[config.mk]
export PLATFORM = sky130hd
export DESIGN_NAME = result_writer_flat
export DESIGN_NICKNAME = d
export VERILOG_FILES = /design/src/rtl/result_writer_if.sv /design/src/rtl/result_writer.sv /design/src/flat_wrapper.sv
export SDC_FILE = /design/constraint.sdc
export NUM_CORES = 2
export LEC_CHECK = 0
export CAP_MARGIN = 20
export CORE_MARGIN = 3
export CORE_UTILIZATION = 60
export DETAILED_ROUTE_END_ITERATION = 7
export PLACE_DENSITY = 0.8
export SETUP_SLACK_MARGIN = 0.2
export SLEW_MARGIN = 0
export SYNTH_ARGS = -nofsm -noshare
export SYNTH_HDL_FRONTEND = slang
export SYNTH_SLANG_ARGS = --single-unit
[constraint.sdc]
create_clock -name clk -period 10.2 [get_ports clk]
set_clock_uncertainty 0.15 [all_clocks]
set_input_delay 1.53 -clock clk [delete_from_list [all_inputs] [get_ports clk]]
set_output_delay 1.53 -clock clk [all_outputs]
set_load 0.02 [all_outputs]
[src/rtl/result_writer_if.sv]
`default_nettype none
// ============================================================================
// result_writer_if : pixel-in handshake and memory write-port bundle for result_writer
// Rev 1.0
// ============================================================================
interface result_writer_if #(
   parameter int WORD       = 32,
   parameter int INPUT_SIZE = 8
) ();
   logic [INPUT_SIZE-1:0] in_data;
   logic                  in_valid;
   logic                  in_ready;
   logic                  w_stall;
   logic                  w_en;
   logic [WORD-1:0]       w_addr;
   logic [INPUT_SIZE-1:0] w_data;

   modport master (
      output in_data, in_valid, w_stall,
      input  in_ready, w_en, w_addr, w_data
   );

   modport slave (
      input  in_data, in_valid, w_stall,
      output in_ready, w_en, w_addr, w_data
   );
endinterface
`default_nettype wire

[src/rtl/result_writer.sv]
`default_nettype none
// ============================================================================
// result_writer : buffers filtered pixels in a FIFO and writes them to the output
//                 image at base h*w. RESULT_WRITER_COMPACT_EN selects base+k layout.
// Rev 1.0
// ============================================================================
module result_writer #(
   parameter int WORD       = 32,
   parameter int INPUT_SIZE = 8,
   parameter int MAX_N      = 25,
   parameter int FIFO_DEPTH = 4
) (
   input  logic                     clk,
   input  logic                     rst,
   input  logic                     start,
   input  logic [WORD-1:0]          h,
   input  logic [WORD-1:0]          w,
   input  logic [$clog2(MAX_N)-1:0] n,
   result_writer_if.slave           bus,
   output logic                     busy,
   output logic                     done,
   output logic                     err
);
   localparam int NW = $clog2(MAX_N);
   localparam int PW = $clog2(FIFO_DEPTH);
   localparam int CW = PW + 1;
   localparam logic [WORD-1:0] WORD_ONE = {{(WORD-1){1'b0}}, 1'b1};
   localparam logic [PW-1:0]   PTR_ONE  = {{(PW-1){1'b0}}, 1'b1};

   typedef enum logic [1:0] {
      S_IDLE = 2'd0,
      S_RUN  = 2'd1,
      S_DONE = 2'd2
   } state_t;

   state_t                r_state;
   logic [INPUT_SIZE-1:0] r_mem [FIFO_DEPTH];
   logic [PW-1:0]         r_wr_ptr;
   logic [PW-1:0]         r_rd_ptr;
   logic [CW-1:0]         r_count;
   logic [WORD-1:0]       r_total;
   logic [WORD-1:0]       r_accepted;
   logic [WORD-1:0]       r_written;
   logic                  r_in_ready;
   logic                  r_w_en;
   logic [WORD-1:0]       r_w_addr;
   logic [INPUT_SIZE-1:0] r_w_data;
   logic                  r_busy;
   logic                  r_done;
   logic                  r_err;

   logic [WORD-1:0]       w_n_ext;
   logic [WORD-1:0]       w_r;
   logic [WORD-1:0]       w_rows;
   logic [WORD-1:0]       w_cols;
   logic [WORD-1:0]       w_total;
   logic [WORD-1:0]       w_base;
   logic                  w_bad;
   logic                  w_push;
   logic                  w_pop;
   logic [CW-1:0]         w_count_nxt;
   logic [WORD-1:0]       w_accepted_nxt;
   logic [WORD-1:0]       w_next_addr;

   assign w_n_ext = {{(WORD-NW){1'b0}}, n};
   assign w_r     = w_n_ext >> 1;
   assign w_rows  = h - (w_r << 1);
   assign w_cols  = w - (w_r << 1);
   assign w_total = w_rows * w_cols;
   assign w_base  = h * w;
   // n==0 is caught by the even test
   assign w_bad   = (n[0] == 1'b0) || (w_n_ext > WORD'(MAX_N)) ||
                    (w_n_ext > h) || (w_n_ext > w);

   assign w_push         = bus.in_valid && r_in_ready;
   assign w_pop          = (r_state == S_RUN) && (r_count != '0) && !bus.w_stall;
   assign w_count_nxt    = r_count + {{PW{1'b0}}, w_push} - {{PW{1'b0}}, w_pop};
   assign w_accepted_nxt = r_accepted + {{(WORD-1){1'b0}}, w_push};

`ifdef RESULT_WRITER_COMPACT_EN
   logic [WORD-1:0] r_base;
   assign w_next_addr = r_base + r_written;
`else
   logic [WORD-1:0] r_width;
   logic [WORD-1:0] r_cols;
   logic [WORD-1:0] r_col;
   logic [WORD-1:0] r_row_addr;
   logic [WORD-1:0] w_row0_addr;
   // r_row_addr holds base+(row+r)*w+r, so the column is just added on
   assign w_row0_addr = w_base + w_r * w + w_r;
   assign w_next_addr = r_row_addr + r_col;
`endif

   always_ff @(posedge clk) begin
      if (w_push) begin
         r_mem[r_wr_ptr] <= bus.in_data;
      end
   end

   always_ff @(posedge clk or posedge rst) begin
      if (rst) begin
         r_state    <= S_IDLE;
         r_wr_ptr   <= '0;
         r_rd_ptr   <= '0;
         r_count    <= '0;
         r_total    <= '0;
         r_accepted <= '0;
         r_written  <= '0;
         r_in_ready <= 1'b0;
         r_w_en     <= 1'b0;
         r_w_addr   <= '0;
         r_w_data   <= '0;
         r_busy     <= 1'b0;
         r_done     <= 1'b0;
         r_err      <= 1'b0;
`ifdef RESULT_WRITER_COMPACT_EN
         r_base     <= '0;
`else
         r_width    <= '0;
         r_cols     <= '0;
         r_col      <= '0;
         r_row_addr <= '0;
`endif
      end else begin
         r_w_en     <= 1'b0;
         r_done     <= 1'b0;
         r_count    <= w_count_nxt;
         r_accepted <= w_accepted_nxt;
         if (w_push) begin
            r_wr_ptr <= r_wr_ptr + PTR_ONE;
         end
         if (w_pop) begin
            r_rd_ptr <= r_rd_ptr + PTR_ONE;
         end

         case (r_state)
            S_IDLE: begin
               r_in_ready <= 1'b0;
               if (start) begin
                  if (w_bad) begin
                     r_err   <= 1'b1;
                     r_done  <= 1'b1;
                     r_state <= S_DONE;
                  end else begin
                     r_err      <= 1'b0;
                     r_busy     <= 1'b1;
                     r_in_ready <= 1'b1;
                     r_total    <= w_total;
                     r_accepted <= '0;
                     r_written  <= '0;
                     r_state    <= S_RUN;
`ifdef RESULT_WRITER_COMPACT_EN
                     r_base     <= w_base;
`else
                     r_width    <= w;
                     r_cols     <= w_cols;
                     r_col      <= '0;
                     r_row_addr <= w_row0_addr;
`endif
                  end
               end
            end

            S_RUN: begin
               r_in_ready <= (w_count_nxt < CW'(FIFO_DEPTH)) && (w_accepted_nxt < r_total);
               if (w_pop) begin
                  r_w_en    <= 1'b1;
                  r_w_data  <= r_mem[r_rd_ptr];
                  r_w_addr  <= w_next_addr;
                  r_written <= r_written + WORD_ONE;
`ifndef RESULT_WRITER_COMPACT_EN
                  if (r_col == r_cols - WORD_ONE) begin
                     r_col      <= '0;
                     r_row_addr <= r_row_addr + r_width;
                  end else begin
                     r_col <= r_col + WORD_ONE;
                  end
`endif
               end
               // Checked one cycle after the final pop so done trails the last w_en
               if (r_written == r_total) begin
                  r_in_ready <= 1'b0;
                  r_busy     <= 1'b0;
                  r_done     <= 1'b1;
                  r_state    <= S_DONE;
               end
            end

            S_DONE: begin
               r_in_ready <= 1'b0;
               r_state    <= S_IDLE;
            end

            default: begin
               r_in_ready <= 1'b0;
               r_busy     <= 1'b0;
               r_state    <= S_IDLE;
            end
         endcase
      end
   end

   assign bus.in_ready = r_in_ready;
   assign bus.w_en     = r_w_en;
   assign bus.w_addr   = r_w_addr;
   assign bus.w_data   = r_w_data;
   assign busy         = r_busy;
   assign done         = r_done;
   assign err          = r_err;

endmodule
`default_nettype wire
[src/flat_wrapper.sv]
// flat-port wrapper written by rule: the top's interface ports become plain ports
module result_writer_flat 
#(
   parameter int WORD       = 32,
   parameter int INPUT_SIZE = 8,
   parameter int MAX_N      = 25,
   parameter int FIFO_DEPTH = 4
)
  (clk, rst, start, h, w, n, busy, done, err, bus_in_data, bus_in_valid, bus_w_stall, bus_in_ready, bus_w_en, bus_w_addr, bus_w_data);
  result_writer_if #(.WORD(WORD), .INPUT_SIZE(INPUT_SIZE)) bus_i ();
  input  logic clk;
  input  logic rst;
  input  logic start;
  input  logic [WORD-1:0] h;
  input  logic [WORD-1:0] w;
  input  logic [$clog2(MAX_N)-1:0] n;
  output logic busy;
  output logic done;
  output logic err;
  input wire logic [$bits(bus_i.in_data)-1:0] bus_in_data;
  input wire logic [$bits(bus_i.in_valid)-1:0] bus_in_valid;
  input wire logic [$bits(bus_i.w_stall)-1:0] bus_w_stall;
  output wire logic [$bits(bus_i.in_ready)-1:0] bus_in_ready;
  output wire logic [$bits(bus_i.w_en)-1:0] bus_w_en;
  output wire logic [$bits(bus_i.w_addr)-1:0] bus_w_addr;
  output wire logic [$bits(bus_i.w_data)-1:0] bus_w_data;
  assign bus_i.in_data = bus_in_data;
  assign bus_i.in_valid = bus_in_valid;
  assign bus_i.w_stall = bus_w_stall;
  assign bus_in_ready = bus_i.in_ready;
  assign bus_w_en = bus_i.w_en;
  assign bus_w_addr = bus_i.w_addr;
  assign bus_w_data = bus_i.w_data;
  result_writer #(.WORD(WORD), .INPUT_SIZE(INPUT_SIZE), .MAX_N(MAX_N), .FIFO_DEPTH(FIFO_DEPTH)) u_core (.clk(clk), .rst(rst), .start(start), .h(h), .w(w), .n(n), .bus(bus_i), .busy(busy), .done(done), .err(err));
endmodule
==> impl_results.md <==
- CP most frequent cell: fa_1
- Min-delay src: u_core.bus.w_addr[19]
- Max cap viols: 0
- Vias in the first global route: 46,900
- Die Span Y: 307 um
- PortBufs: 126
- Vias: 44,300
- Worst skew pair latency: 0.58 ns
- Commonest non-fill, non-tap cell in the layout: nand2_1
- Startpoint class of the critical path: input pin
- DRT Pass-1 Iters: 5
- Ys async rst share: 89.6%
- Nets: 7,933
- Remaining DRCs: 0
- GRT Total Usage: 35.5%
- CTS sink cnt: 309
- Final core occ: 69.0%
- Post-detailed-route count of antenna-violating nets: 0
- Register bit total from synthesis: 309
- # fillers: 6,832
- Hold-fix buffers, CTS: 0
- Root buffer cell: clkbuf_16
- Worst Path Arrival: 10.16 ns
- WHS: 0.329 ns
- Worst setup path start: w[2]
- CTS buffer count: 28
- CTS tree: built
- Ports: 127
- Max Slew Vio Count: 0
- Initial DRC count: 4,041
- First-pass GRT wire length: 259,000 um
- Worst-Margin Slew: 1.07 ns
- Most frequent cells in the layout: nand2_1 (1,035), inv_1 (1,023), fa_1 (937)
- Grt total ovfl: 0
- Layout Area Growth over Synthesis: 13.1%
- Final setup fails: 0
- Sequential share of the synthesized area: 14.5%
- Core area: 89,100 sq um
- Worst path required time: 10.48 ns
- Fmax achieved: 101 MHz
- Routed WL per cell: 21.4 um
- Clock buffer depth: 3
- Via density: 5.77
- Worst min path class: reg2reg
- Maximum number of pins on one net before global-route repair: 157
- Num rows: 109
- Synth Cell Area: 54,300 sq um
- Synth Instances: 6,128
- Relative slew slack: 28.7%
- Die Width: 307 um
- Critical path class: in2reg
- Top FF cell, synth: dfrtp_1
- Post-synth cell types: 80
- R2R Path Start: u_core.r_state[1]
- RSZ-0062 raised after global routing: true
- Critical path endpoint category: flop
- Tcrit/Tclk final: 96.9%
- Die area: 94,200 sq um
- Period minus WS final: 9.88 ns
- Synth warnings: 0
- Routed WL: 164,000 um
- Clk slew on worst S/H paths: 0.07 ns
- Syn nets: 7,564
- H-Tree Depth: 1
- Avg Inst Size Synth: 8.86 sq um
- Hold Fails Final Rpt: 0
- Worst-path fanout max: 5
- Initial antenna violation count: 5
- Final GP Congestion: 1.01
- DP HPWL: 133,000 um
- Share of layout cells above drive strength 1: 10.5%
- Status: finished, final reports clean
- Starting Density: 61.0%
- EDFF count, synth: 32
- Max stage delay on crit path: 0.57 ns
- Critical-path top delay cell: fa_1
-- cell type report --
cell class	count	area, sq um	share of cell area, %
diodes	1	2.50	0.00407
repair buffers	630	5220	8.50
well taps	1165	1460	2.37
inverters	1029	3870	6.30
clock inverters	16	263	0.428
multi-input cells	4499	42000	68.3
flip-flops and latches	309	7890	12.8
clock buffers	36	751	1.22
-- kinds of logic (layout without fill, tap and decap cells) --
| kind of cell | count (synthesis) | after routing | share of synthesized area (%) |
|---|---|---|---|
| AND/OR/NAND/NOR | 2093 | 2093 | 17.6 |
| adder cells (fa/ha/maj) | 1354 | 1354 | 44.2 |
| buffers and inverters | 1320 | 1711 | 9.16 |
| AO/OA/AOI/OAI | 573 | 573 | 6.47 |
| XOR/XNOR | 459 | 459 | 7.45 |
| flip-flops | 309 | 309 | 14.5 |
| multiplexers | 20 | 20 | 0.564 |
| other | 0 | 1 | 0 |
-- stage by stage --
step / cell area [sq um] / TNS (ns) / instances / setup WS (ns)
after floorplan: 54400 / 0 / 6128 / 0.204
after global placement: 59700 / -3.37 / 7602 / -0.557
after detailed placement: 59700 / -5.33 / 7602 / -0.719
after CTS: 60800 / 0 / 7656 / 0.200
after global routing: 61400 / 0 / 7684 / 0.0697
final: 61400 / 0 / 7685 / 0.318
-- flip-flops by register name, summed over array words and instances, names as in the netlist --
name                 count
u_core.r_cols           31
u_core.r_col            32
u_core.r_row_addr       32
u_core.done              1
u_core.r_total          32
u_core.r_written        32
u_core.bus.w_data        8
u_core.bus.in_ready      1
u_core.r_count           3
u_core.bus.w_addr       32
u_core.r_accepted       32
u_core.r_rd_ptr          2
u_core.err               1
u_core.busy              1
u_core.r_mem            32
u_core.r_width          32
u_core.r_wr_ptr          2
u_core.r_state           2
u_core.bus.w_en          1
-- final timing paths --
check | cells past startpoint | to | slack (ns)
worst max-delay path | 36 | u_core.r_total[30] | 0.32
min in group asynchronous | 2 | u_core.bus.w_addr[21] | 1.36
worst min register to register | 2 | u_core.bus.w_addr[19] | 0.33
worst max register to register | 15 | u_core.bus.in_ready | 5.09
max in group asynchronous | 3 | u_core.r_total[30] | 7.08
worst min-delay path | 2 | u_core.bus.w_addr[19] | 0.33
-- worst max-delay path: cells and delay by family --
| family | cells | cell delay [ns] |
|---|---|---|
| AOI/OAI and AO/OA | 6 | 1.33 |
| adders and majority gates | 10 | 4.71 |
| and+or+nand+nor | 7 | 0.79 |
| xor gates and xnor gates | 2 | 0.35 |
| buffers and inverters | 11 | 1.41 |
-- per-layer routing --
layer / part of all wire [%] / GRT usage (%)
met4: 4.6 / 13.8
met3: 11 / 8.60
met5: 0.025 / 0
met1: 40 / 48.3
met2: 44 / 55.5
-- timing repair --
item	4_1_cts	5_1_grt
gates cloned	0	1
buffers inserted	2	27
gates resized for setup	20	88
pin swaps	1	36
endpoints found under the setup margin	8	10
-- cell usage after synthesis (4+ instances only) --
cell | number | share of area (%)
nor3b_1 | 7 | 0.097
xor2_1 | 196 | 3.2
and4_1 | 10 | 0.16
and3_1 | 46 | 0.53
o21ai_1 | 4 | 0.037
nor4_1 | 33 | 0.38
or4_1 | 14 | 0.19
nor3_1 | 50 | 0.46
mux2_2 | 5 | 0.10
nor2b_1 | 46 | 0.53
buf_1 | 29 | 0.20
o2111ai_1 | 5 | 0.081
or3_1 | 33 | 0.38
a31oi_1 | 14 | 0.16
and2_1 | 255 | 2.9
buf_2 | 9 | 0.083
mux2i_1 | 7 | 0.13
o31ai_1 | 10 | 0.14
a211oi_1 | 15 | 0.21
a41oi_1 | 4 | 0.065
or2_2 | 17 | 0.20
mux4_2 | 8 | 0.33
a2111oi_0 | 7 | 0.11
o21a_1 | 28 | 0.39
o41ai_1 | 4 | 0.065
nor2_1 | 381 | 2.6
inv_1 | 1027 | 7.1
xnor2_1 | 261 | 4.2
a21boi_0 | 6 | 0.083
nand2_1 | 1035 | 7.2
a21oi_1 | 133 | 1.2
fa_1 | 941 | 35
o211ai_1 | 8 | 0.11
dfrtp_1 | 277 | 13
o21ai_0 | 214 | 2.0
edfxtp_1 | 32 | 1.8
o21bai_1 | 12 | 0.17
a211o_1 | 5 | 0.081
clkbuf_1 | 251 | 1.7
nand3_1 | 54 | 0.50
a21o_1 | 71 | 0.98
nand4b_1 | 4 | 0.065
nand2b_1 | 64 | 0.74
ha_1 | 413 | 9.5
nand4_1 | 25 | 0.29
Power is not shown: default switching activity piles up to over one toggle a cycle in this logic, so the estimate is an artifact.
